<file path="config.mk">
export PLATFORM = sky130hd
export DESIGN_NAME = control_fsm_flat
export DESIGN_NICKNAME = d
export VERILOG_FILES = /design/src/rtl/control_fsm_if.sv /design/src/rtl/control_fsm.sv /design/src/flat_wrapper.sv
export SDC_FILE = /design/constraint.sdc
export NUM_CORES = 1
export LEC_CHECK = 0
export BUFFER_PORTS_ARGS = -buffer_cell sky130_fd_sc_hd__buf_4
export CAP_MARGIN = 20
export CORE_ASPECT_RATIO = 0.6
export CORE_UTILIZATION = 44
export DETAILED_ROUTE_END_ITERATION = 10
export PLACE_DENSITY = 0.76
export SLEW_MARGIN = 30
export SYNTH_ARGS = -nofsm -noshare
export SYNTH_HDL_FRONTEND = slang
export SYNTH_SLANG_ARGS = --single-unit
export TNS_END_PERCENT = 30
</file>
<file path="constraint.sdc">
create_clock -name clk -period 1.6 [get_ports clk]
set_clock_uncertainty 0.1 [all_clocks]
set_input_delay 0.32 -clock clk [delete_from_list [all_inputs] [get_ports clk]]
set_output_delay 0.32 -clock clk [all_outputs]
set_load 0.05 [all_outputs]
</file>
<file path="src/rtl/control_fsm_if.sv">
// ---------------------------------------------------------------------------
// control_fsm_if -- bundle between the multicycle control FSM and datapath.
//
// Parameter:
//   COUNT_W      width of the retired-instruction counter
//
// Signals (direction given from the FSM's side, modport "slave"):
//   opCode       in   6  instruction bits [31:26]
//   zero         in   1  ALU zero flag
//   PCWriteCond  out  1  conditional PC write (always 0)
//   PCWrite      out  1  PC load enable
//   IorD         out  1  memory address select (0 = PC, 1 = ALU result)
//   MemRead      out  1  memory read strobe
//   MemWrite     out  1  memory write enable
//   MemtoReg     out  1  register write data select (1 = memory)
//   IRWrite      out  1  instruction register load
//   PCSource     out  2  PC source select
//   ALUOp        out  2  ALU decoder mode
//   ALUSrcB      out  2  ALU B operand select
//   ALUSrcA      out  1  ALU A operand select
//   RegWrite     out  1  register file write enable
//   RegDst       out  1  destination register select (0 = rt, 1 = rd)
//   state        out  4  current FSM state, for debug
//   illegal_op   out  1  unsupported opCode seen in DECODE
//   instr_count  out  COUNT_W  completed-instruction counter
//
// Timing contract: there is no valid/ready pair on this bundle. The datapath
// must hold opCode stable from IRLOAD through DECODE and present zero during
// BR_CMP; every control output is valid for the whole cycle in which the FSM
// sits in the corresponding state.
// ---------------------------------------------------------------------------
interface control_fsm_if #(
  parameter int COUNT_W = 16
);
  logic [5:0]         opCode;
  logic               zero;
  logic               PCWriteCond;
  logic               PCWrite;
  logic               IorD;
  logic               MemRead;
  logic               MemWrite;
  logic               MemtoReg;
  logic               IRWrite;
  logic [1:0]         PCSource;
  logic [1:0]         ALUOp;
  logic [1:0]         ALUSrcB;
  logic               ALUSrcA;
  logic               RegWrite;
  logic               RegDst;
  logic [3:0]         state;
  logic               illegal_op;
  logic [COUNT_W-1:0] instr_count;

  // Datapath side
  modport master (
    output opCode, zero,
    input  PCWriteCond, PCWrite, IorD, MemRead, MemWrite, MemtoReg, IRWrite,
    input  PCSource, ALUOp, ALUSrcB, ALUSrcA, RegWrite, RegDst,
    input  state, illegal_op, instr_count
  );

  // Control FSM side
  modport slave (
    input  opCode, zero,
    output PCWriteCond, PCWrite, IorD, MemRead, MemWrite, MemtoReg, IRWrite,
    output PCSource, ALUOp, ALUSrcB, ALUSrcA, RegWrite, RegDst,
    output state, illegal_op, instr_count
  );
endinterface

</file>
<file path="src/rtl/control_fsm.sv">
// ---------------------------------------------------------------------------
// control_fsm -- Moore control unit for a multicycle MIPS-like datapath.
//
// Ports:
//   clk    in  rising-edge clock shared with the datapath
//   reset  in  synchronous, active-high reset
//   bus    control_fsm_if.slave: opCode/zero in, control strobes, debug
//          state, illegal_op and instr_count out
//
// Supported opCodes: R-type (000000), lw (100011), sw (101011),
// beq (000100), j (000010). addi (001000) is supported only when the
// macro CTRL_ADDI_EN is defined; otherwise it is reported as illegal.
//
// All control outputs are decoded from the state register alone and are
// forced to 0 while reset is high so that an instruction interrupted by
// reset cannot write memory or registers in the reset cycle.
// ---------------------------------------------------------------------------
module control_fsm #(
  parameter int COUNT_W = 16
) (
  input  logic         clk,
  input  logic         reset,
  control_fsm_if.slave bus
);

  localparam logic [3:0] S_FETCH   = 4'd0;
  localparam logic [3:0] S_IRLOAD  = 4'd1;
  localparam logic [3:0] S_DECODE  = 4'd2;
  localparam logic [3:0] S_LW_ADDR = 4'd3;
  localparam logic [3:0] S_LW_WB   = 4'd4;
  localparam logic [3:0] S_SW      = 4'd5;
  localparam logic [3:0] S_R_WB    = 4'd6;
  localparam logic [3:0] S_ADDI_WB = 4'd7;
  localparam logic [3:0] S_BR_CMP  = 4'd8;
  localparam logic [3:0] S_BR_TGT  = 4'd9;
  localparam logic [3:0] S_JUMP    = 4'd10;

  localparam logic [5:0] OP_RTYPE = 6'b000000;
  localparam logic [5:0] OP_LW    = 6'b100011;
  localparam logic [5:0] OP_SW    = 6'b101011;
  localparam logic [5:0] OP_BEQ   = 6'b000100;
  localparam logic [5:0] OP_J     = 6'b000010;
  localparam logic [5:0] OP_ADDI  = 6'b001000;

  logic [3:0]         state_q, state_d;
  logic               take_q, take_d;
  logic [COUNT_W-1:0] count_q, count_d;
  logic               op_legal;
  logic               is_terminal;

  logic       pc_write, ior_d, mem_read, mem_write, mem_to_reg, ir_write;
  logic [1:0] pc_source, alu_op, alu_src_b;
  logic       alu_src_a, reg_write, reg_dst, illegal;

  // Next-state, branch-take and retired-instruction counter.
  always_comb begin
    state_d     = S_FETCH;
    take_d      = take_q;
    count_d     = count_q;
    op_legal    = 1'b1;
    is_terminal = 1'b0;

    case (state_q)
      S_FETCH:   state_d = S_IRLOAD;
      S_IRLOAD:  state_d = S_DECODE;
      S_DECODE: begin
        case (bus.opCode)
          OP_RTYPE: state_d = S_R_WB;
          OP_LW:    state_d = S_LW_ADDR;
          OP_SW:    state_d = S_SW;
          OP_BEQ:   state_d = S_BR_CMP;
          OP_J:     state_d = S_JUMP;
`ifdef CTRL_ADDI_EN
          OP_ADDI:  state_d = S_ADDI_WB;
`endif
          default: begin
            state_d  = S_FETCH;
            op_legal = 1'b0;
          end
        endcase
      end
      S_LW_ADDR: state_d = S_LW_WB;
      S_BR_CMP: begin
        take_d  = bus.zero;
        state_d = S_BR_TGT;
      end
      S_LW_WB, S_SW, S_R_WB, S_BR_TGT, S_JUMP: begin
        state_d     = S_FETCH;
        is_terminal = 1'b1;
      end
`ifdef CTRL_ADDI_EN
      S_ADDI_WB: begin
        state_d     = S_FETCH;
        is_terminal = 1'b1;
      end
`endif
      // Unused codes (and ADDI_WB when addi is compiled out) recover to
      // FETCH without retiring anything.
      default:   state_d = S_FETCH;
    endcase

    // An illegal opCode retires as a 3-cycle no-op; terminal states retire
    // their instruction on the way back to FETCH.
    if ((state_q == S_DECODE && !op_legal) || is_terminal) begin
      count_d = count_q + COUNT_W'(1);
    end
  end

  // Moore output decode.
  always_comb begin
    pc_write   = 1'b0;
    ior_d      = 1'b0;
    mem_read   = 1'b0;
    mem_write  = 1'b0;
    mem_to_reg = 1'b0;
    ir_write   = 1'b0;
    pc_source  = 2'b00;
    alu_op     = 2'b00;
    alu_src_b  = 2'b00;
    alu_src_a  = 1'b0;
    reg_write  = 1'b0;
    reg_dst    = 1'b0;
    illegal    = 1'b0;

    case (state_q)
      S_FETCH: begin
        mem_read  = 1'b1;
        alu_src_b = 2'b01;
        pc_write  = 1'b1;
      end
      S_IRLOAD:  ir_write = 1'b1;
      S_DECODE:  illegal = !op_legal;
      S_LW_ADDR: begin
        mem_read  = 1'b1;
        ior_d     = 1'b1;
        alu_src_a = 1'b1;
        alu_src_b = 2'b10;
      end
      S_LW_WB: begin
        mem_to_reg = 1'b1;
        reg_write  = 1'b1;
      end
      S_SW: begin
        mem_write = 1'b1;
        ior_d     = 1'b1;
        alu_src_a = 1'b1;
        alu_src_b = 2'b10;
      end
      S_R_WB: begin
        alu_src_a = 1'b1;
        alu_op    = 2'b10;
        reg_dst   = 1'b1;
        reg_write = 1'b1;
      end
`ifdef CTRL_ADDI_EN
      S_ADDI_WB: begin
        alu_src_a = 1'b1;
        alu_src_b = 2'b10;
        reg_write = 1'b1;
      end
`endif
      S_BR_CMP: begin
        alu_src_a = 1'b1;
        alu_op    = 2'b01;
      end
      S_BR_TGT: begin
        alu_src_b = 2'b11;
        pc_source = 2'b01;
        pc_write  = take_q;
      end
      S_JUMP: begin
        pc_source = 2'b10;
        pc_write  = 1'b1;
      end
      default: ;
    endcase

    if (reset) begin
      pc_write   = 1'b0;
      ior_d      = 1'b0;
      mem_read   = 1'b0;
      mem_write  = 1'b0;
      mem_to_reg = 1'b0;
      ir_write   = 1'b0;
      pc_source  = 2'b00;
      alu_op     = 2'b00;
      alu_src_b  = 2'b00;
      alu_src_a  = 1'b0;
      reg_write  = 1'b0;
      reg_dst    = 1'b0;
      illegal    = 1'b0;
    end
  end

  always_ff @(posedge clk) begin
    if (reset) begin
      state_q <= S_FETCH;
      take_q  <= 1'b0;
      count_q <= '0;
    end else begin
      state_q <= state_d;
      take_q  <= take_d;
      count_q <= count_d;
    end
  end

  assign bus.PCWriteCond = 1'b0;
  assign bus.PCWrite     = pc_write;
  assign bus.IorD        = ior_d;
  assign bus.MemRead     = mem_read;
  assign bus.MemWrite    = mem_write;
  assign bus.MemtoReg    = mem_to_reg;
  assign bus.IRWrite     = ir_write;
  assign bus.PCSource    = pc_source;
  assign bus.ALUOp       = alu_op;
  assign bus.ALUSrcB     = alu_src_b;
  assign bus.ALUSrcA     = alu_src_a;
  assign bus.RegWrite    = reg_write;
  assign bus.RegDst      = reg_dst;
  assign bus.state       = state_q;
  assign bus.illegal_op  = illegal;
  assign bus.instr_count = count_q;

endmodule
</file>
<file path="src/flat_wrapper.sv">
// flat-port wrapper written by rule: the top's interface ports become plain ports
module control_fsm_flat 
#(
  parameter int COUNT_W = 16
)
  (clk, reset, bus_opCode, bus_zero, bus_PCWriteCond, bus_PCWrite, bus_IorD, bus_MemRead, bus_MemWrite, bus_MemtoReg, bus_IRWrite, bus_PCSource, bus_ALUOp, bus_ALUSrcB, bus_ALUSrcA, bus_RegWrite, bus_RegDst, bus_state, bus_illegal_op, bus_instr_count);
  control_fsm_if #(.COUNT_W(COUNT_W)) bus_i ();
  input  logic clk;
  input  logic reset;
  input wire logic [$bits(bus_i.opCode)-1:0] bus_opCode;
  input wire logic [$bits(bus_i.zero)-1:0] bus_zero;
  output wire logic [$bits(bus_i.PCWriteCond)-1:0] bus_PCWriteCond;
  output wire logic [$bits(bus_i.PCWrite)-1:0] bus_PCWrite;
  output wire logic [$bits(bus_i.IorD)-1:0] bus_IorD;
  output wire logic [$bits(bus_i.MemRead)-1:0] bus_MemRead;
  output wire logic [$bits(bus_i.MemWrite)-1:0] bus_MemWrite;
  output wire logic [$bits(bus_i.MemtoReg)-1:0] bus_MemtoReg;
  output wire logic [$bits(bus_i.IRWrite)-1:0] bus_IRWrite;
  output wire logic [$bits(bus_i.PCSource)-1:0] bus_PCSource;
  output wire logic [$bits(bus_i.ALUOp)-1:0] bus_ALUOp;
  output wire logic [$bits(bus_i.ALUSrcB)-1:0] bus_ALUSrcB;
  output wire logic [$bits(bus_i.ALUSrcA)-1:0] bus_ALUSrcA;
  output wire logic [$bits(bus_i.RegWrite)-1:0] bus_RegWrite;
  output wire logic [$bits(bus_i.RegDst)-1:0] bus_RegDst;
  output wire logic [$bits(bus_i.state)-1:0] bus_state;
  output wire logic [$bits(bus_i.illegal_op)-1:0] bus_illegal_op;
  output wire logic [$bits(bus_i.instr_count)-1:0] bus_instr_count;
  assign bus_i.opCode = bus_opCode;
  assign bus_i.zero = bus_zero;
  assign bus_PCWriteCond = bus_i.PCWriteCond;
  assign bus_PCWrite = bus_i.PCWrite;
  assign bus_IorD = bus_i.IorD;
  assign bus_MemRead = bus_i.MemRead;
  assign bus_MemWrite = bus_i.MemWrite;
  assign bus_MemtoReg = bus_i.MemtoReg;
  assign bus_IRWrite = bus_i.IRWrite;
  assign bus_PCSource = bus_i.PCSource;
  assign bus_ALUOp = bus_i.ALUOp;
  assign bus_ALUSrcB = bus_i.ALUSrcB;
  assign bus_ALUSrcA = bus_i.ALUSrcA;
  assign bus_RegWrite = bus_i.RegWrite;
  assign bus_RegDst = bus_i.RegDst;
  assign bus_state = bus_i.state;
  assign bus_illegal_op = bus_i.illegal_op;
  assign bus_instr_count = bus_i.instr_count;
  control_fsm #(.COUNT_W(COUNT_W)) u_core (.clk(clk), .reset(reset), .bus(bus_i));
endmodule
</file>
==> results.cfg, run 1 <==
[logic_synthesis]
synth_cell_type_count = 42
synth_commonest_cells = 29 x nor2_1, 21 x dfxtp_1, 15 x xor2_1, 12 x nand2_1, 11 x nand3_1
synth_seq_cells = 21
synthTopCellsByArea = dfxtp_1 32%, xor2_1 10%, nor2_1 8.3%
synthCells = 171
yosys_warnings = 0
synth_area_sq_um = 1310
seq_area_frac_synth_pct = 32.1
synth_edf_count = 0
synthFlopType = dfxtp_1
async_flop_share_pct = 0
synth_nets = 181
yosysTopAreaCell = dfxtp_1
yosysTopAreaCellShare_pct = 32.1
avgSynthCellArea_sq_um = 7.67
synth.most_common_cell = nor2_1

[timing]
worstEndpointGrtRepair = u_core.bus.instr_count[11]$_SDFFE_PP0P_/D
worstEpCategory = register input

[clocking]
clockBufferDepth = 2
h-tree-depth = 1
cts_buffers = 3
postCtsHoldBufs = 0
cts.sinks = 21
root_buffer = clkbuf_8

[floorplanning]
die_height_microns = 44.3
die_width_microns = 72.5
rows = 14
io_pins = 46
start_util_pct = 49.2

[place]
placed_area_sq_um = 2150
place_hpwl_microns = 3650
place_ws_ns = -0.273
place.gp.congestion = 0.862
place_inst = 285
place.port_buffers = 44

[status]
haltStage = 5_1_grt
error_line = [ERROR DPL-0038] Utilization greater than 100%, impossible to legalize
status = stopped before the end

[global_route]
grt_max_degree = 13
==> what timing repair did <==
action / in CTS
buffers inserted: 8
pin swaps: 18
cloned: 1
setup endpoints to repair: 21
resized for setup: 53
==> logic make-up after synthesis <==
kind of cell / after synthesis / share of synthesized area, %
simple gates: 96 / 38.3
xor+xnor: 17 / 11.4
buf+inv: 15 / 5.63
other cells: 1 / 0.286
mux: 2 / 1.91
flops: 21 / 32.1
compound gates: 18 / 9.54
fa+ha+maj: 1 / 0.954
==> metrics by stage <==
stage                     util, %  hold slack, ns
after CTS                    93.7           0.205
after detailed placement     80.8           0.391
after global placement       80.8           0.373
after floorplan                 -           0.360
==> run 2: changes to the inputs <==
--- a/config.mk
+++ b/config.mk
@@ -7,10 +7,10 @@
 export LEC_CHECK = 0
 export BUFFER_PORTS_ARGS = -buffer_cell sky130_fd_sc_hd__buf_4
 export CAP_MARGIN = 20
-export CORE_ASPECT_RATIO = 0.6
-export CORE_UTILIZATION = 44
+export CORE_AREA = 2 2 63 65
 export DETAILED_ROUTE_END_ITERATION = 10
-export PLACE_DENSITY = 0.76
+export DIE_AREA = 0 0 65 67
+export PLACE_DENSITY_LB_ADDON = 0.15
 export SLEW_MARGIN = 30
 export SYNTH_ARGS = -nofsm -noshare
 export SYNTH_HDL_FRONTEND = slang
==> constraint.sdc (replaced) <==
create_clock -name clk -period 2.1 [get_ports clk]
set_clock_uncertainty 0.1 [all_clocks]
set_input_delay 0.42 -clock clk [delete_from_list [all_inputs] [get_ports clk]]
set_output_delay 0.42 -clock clk [all_outputs]
set_load 0.05 [all_outputs]
==> run 2 against run 1 <==
- the run now ends clean
- synthesized cell count did not move
- area after synthesis stayed put
==> results.cfg, run 2 <==
[clocking]
clock_latency_ns = 0.26
h-tree-depth = 1
cts.clk_slew.worst_paths_ns = 0.08
tritoncts = done
cts.sinks = 21
cts_setup_buffers = 0
cts_buffers = 3
clockBufferDepth = 2
root_buffer = clkbuf_8

[timing]
drv_slew = 0
grt_setup_unrepaired = false
fmax_mhz = 499
setup_ws_ns = 0.0950
setup_viol = 0
fin_crit_ns = 2.01
fin_crit_sh_pct = 95.5
finalHoldViolations = 0

[worst_setup_path]
cp_slowest_cell = dfxtp_4
critPathBufInv = 2
reg2reg_slack_ns = 0.31
ff2ff_path_depth = 5
crit_family = flip-flops
critical_path_peak_fanout = 18
startpoint_type = flop
cp_data_arrival_time_ns = 1.49
path_cells = or2_1 > buf_4 > nor4_4 > buf_4
path_class = flop to output port
r2r_start = u_core.bus.state[2]
cpPeakStageDelay_ns = 0.42
timing.rr.end = u_core.bus.instr_count[9]
cp_common_cell = buf_4
endpoint_kind = output port
cp.required_ns = 1.58

[global_route]
grt_usage_pct = 16.4
grt_pass1_wl_microns = 5780
grt_pass1_vias = 1250
antenna_found_initial = 0
grt_max_degree = 21
grt_remaining_overflow = 0

[detailed_routing]
drtPass1Iterations = 4
drtIter0Drc = 64
wire_per_inst_microns = 13.2
vias = 1341
routed_via_density = 5.22
drc_errors = 0
finalWirelength_microns = 3400
route.antenna.remaining_nets = 0

[logic_synthesis]
yosysTopAreaCell = dfxtp_1
synthCells = 171
synth_area_sq_um = 1310
synthFlopType = dfxtp_1
synth_edf_count = 0
synth_seq_cells = 21
yosysTopAreaCellShare_pct = 32.1
avgSynthCellArea_sq_um = 7.67
synth.most_common_cell = nor2_1
seq_area_frac_synth_pct = 32.1
synth_commonest_cells = 29 x nor2_1, 21 x dfxtp_1, 15 x xor2_1, 12 x nand2_1, 11 x nand3_1
synth_cell_type_count = 42
async_flop_share_pct = 0
synthTopCellsByArea = dfxtp_1 32%, xor2_1 10%, nor2_1 8.3%
synth_nets = 181
yosys_warnings = 0

[final_layout]
drive_gt1_share_pct = 39.2
final_common_cell = buf_4
largest_register_ffs = 16
syn2layout_area_growth_pct = 43.5
stdcell_count = 257
diodes = 0
final_cell_mix = 48 x buf_4, 22 x nor2_1, 17 x dfxtp_1, 15 x xor2_1
num-nets-final = 220
fill_cells = 339
final_area_sq_um = 1880

[place]
placed_area_sq_um = 1820
place_ws_ns = 0.0915
place_hpwl_microns = 2510
place_inst = 253
place.gp.congestion = 0.821
place.port_buffers = 44

[min_path]
min_path_type = input port to flop
hold_path_end = u_core.take_q
hold_depth = 3
min_from = bus_zero

[floorplanning]
design.die.area_sq_um = 4360
start_util_pct = 36.4
die_height_microns = 67
die_width_microns = 65
core_area_sq_um = 3610
rows = 22
io_pins = 46

[pwr]
total_power_w = 0.000927
ir_drop_mv = 0.266
leakage_nw = 0.746
power_density_nw_per_um2 = 492

[status]
status = completed

[job]
cap_violations = 0
==> run 2: cell families after synthesis <==
family                   after synthesis  share of synthesized area, %
flip-flops                            21                          32.1
AO/OA/AOI/OAI                         18                          9.54
AND/OR/NAND/NOR                       96                          38.3
adder cells (fa/ha/maj)                1                         0.954
buffers and inverters                 15                          5.63
other                                  1                         0.286
XOR/XNOR                              17                          11.4
multiplexers                           2                          1.91
==> run 2: area by class of cell <==
type,count,area (sq um),share of cell area (%)
clock buffers,4,45.0,2.39
flip-flops and latches,21,435,23.1
inverters,1,3.75,0.199
well taps,48,60.1,3.19
repair buffers,48,360,19.1
multi-input cells,135,977,51.9
==> run 2: how the worst max path moves through the flow <==
stage | from | to | slack [ns] | cells after the start
after floorplan | u_core.bus.state[1] | bus_ALUSrcB[1] | -0.13 | 4
after global placement | bus_opCode[2] | u_core.bus.instr_count[9] | 0.15 | 7
after detailed placement | bus_opCode[1] | u_core.bus.instr_count[9] | 0.09 | 7
after CTS | u_core.bus.state[3] | bus_PCWrite | -0.007 | 5
after global routing | u_core.bus.state[1] | bus_ALUOp[0] | 0.002 | 4
final | u_core.bus.state[1] | bus_ALUOp[0] | 0.09 | 4
==> run 2: per-layer routing <==
metal / vias to the layer above / track usage, % / part of all wire, %
li1: 677 / - / -
met1: 625 / 21.9 / 47
met2: 35 / 27.7 / 47
met3: 4 / 1.86 / 4.4
met4: 0 / 5.05 / 1.1
met5: - / 0 / 0
==> run 2: per-stage QoR <==
step | hold slack, ns | setup TNS (ns) | util (%)
after floorplan | 0.360 | -0.406 | -
after global placement | 0.379 | 0 | 50.5
after detailed placement | 0.392 | 0 | 50.5
after CTS | 0.306 | -0.0127 | 51.9
after global routing | 0.321 | 0 | 52.2
final | 0.306 | 0 | 52.2
==> run 2: power by group <==
part	internal (W)	switching [W]	total (W)
clock network	0.000135	0.000134	0.000269
registers	0.000403	0.0000280	0.000431
logic	0.0000799	0.000146	0.000226
total	0.000618	0.000308	0.000927
==> run 2: tightest hold or removal path, delay by kind of cell <==
kind	cells	cell delay, ns
buffers and inverters	1	0.08
AND/OR/NAND/NOR	1	0.08
multiplexers	1	0.05
==> run 2: what timing repair did <==
action / in CTS / in global routing
gates resized for setup: 2 / 4
hold endpoints to repair: 0 / 0
pin swaps: 0 / 1
hold buffers: 0 / 0
endpoints found under the setup margin: 2 / 5
Power figures use the tool's default switching activity.
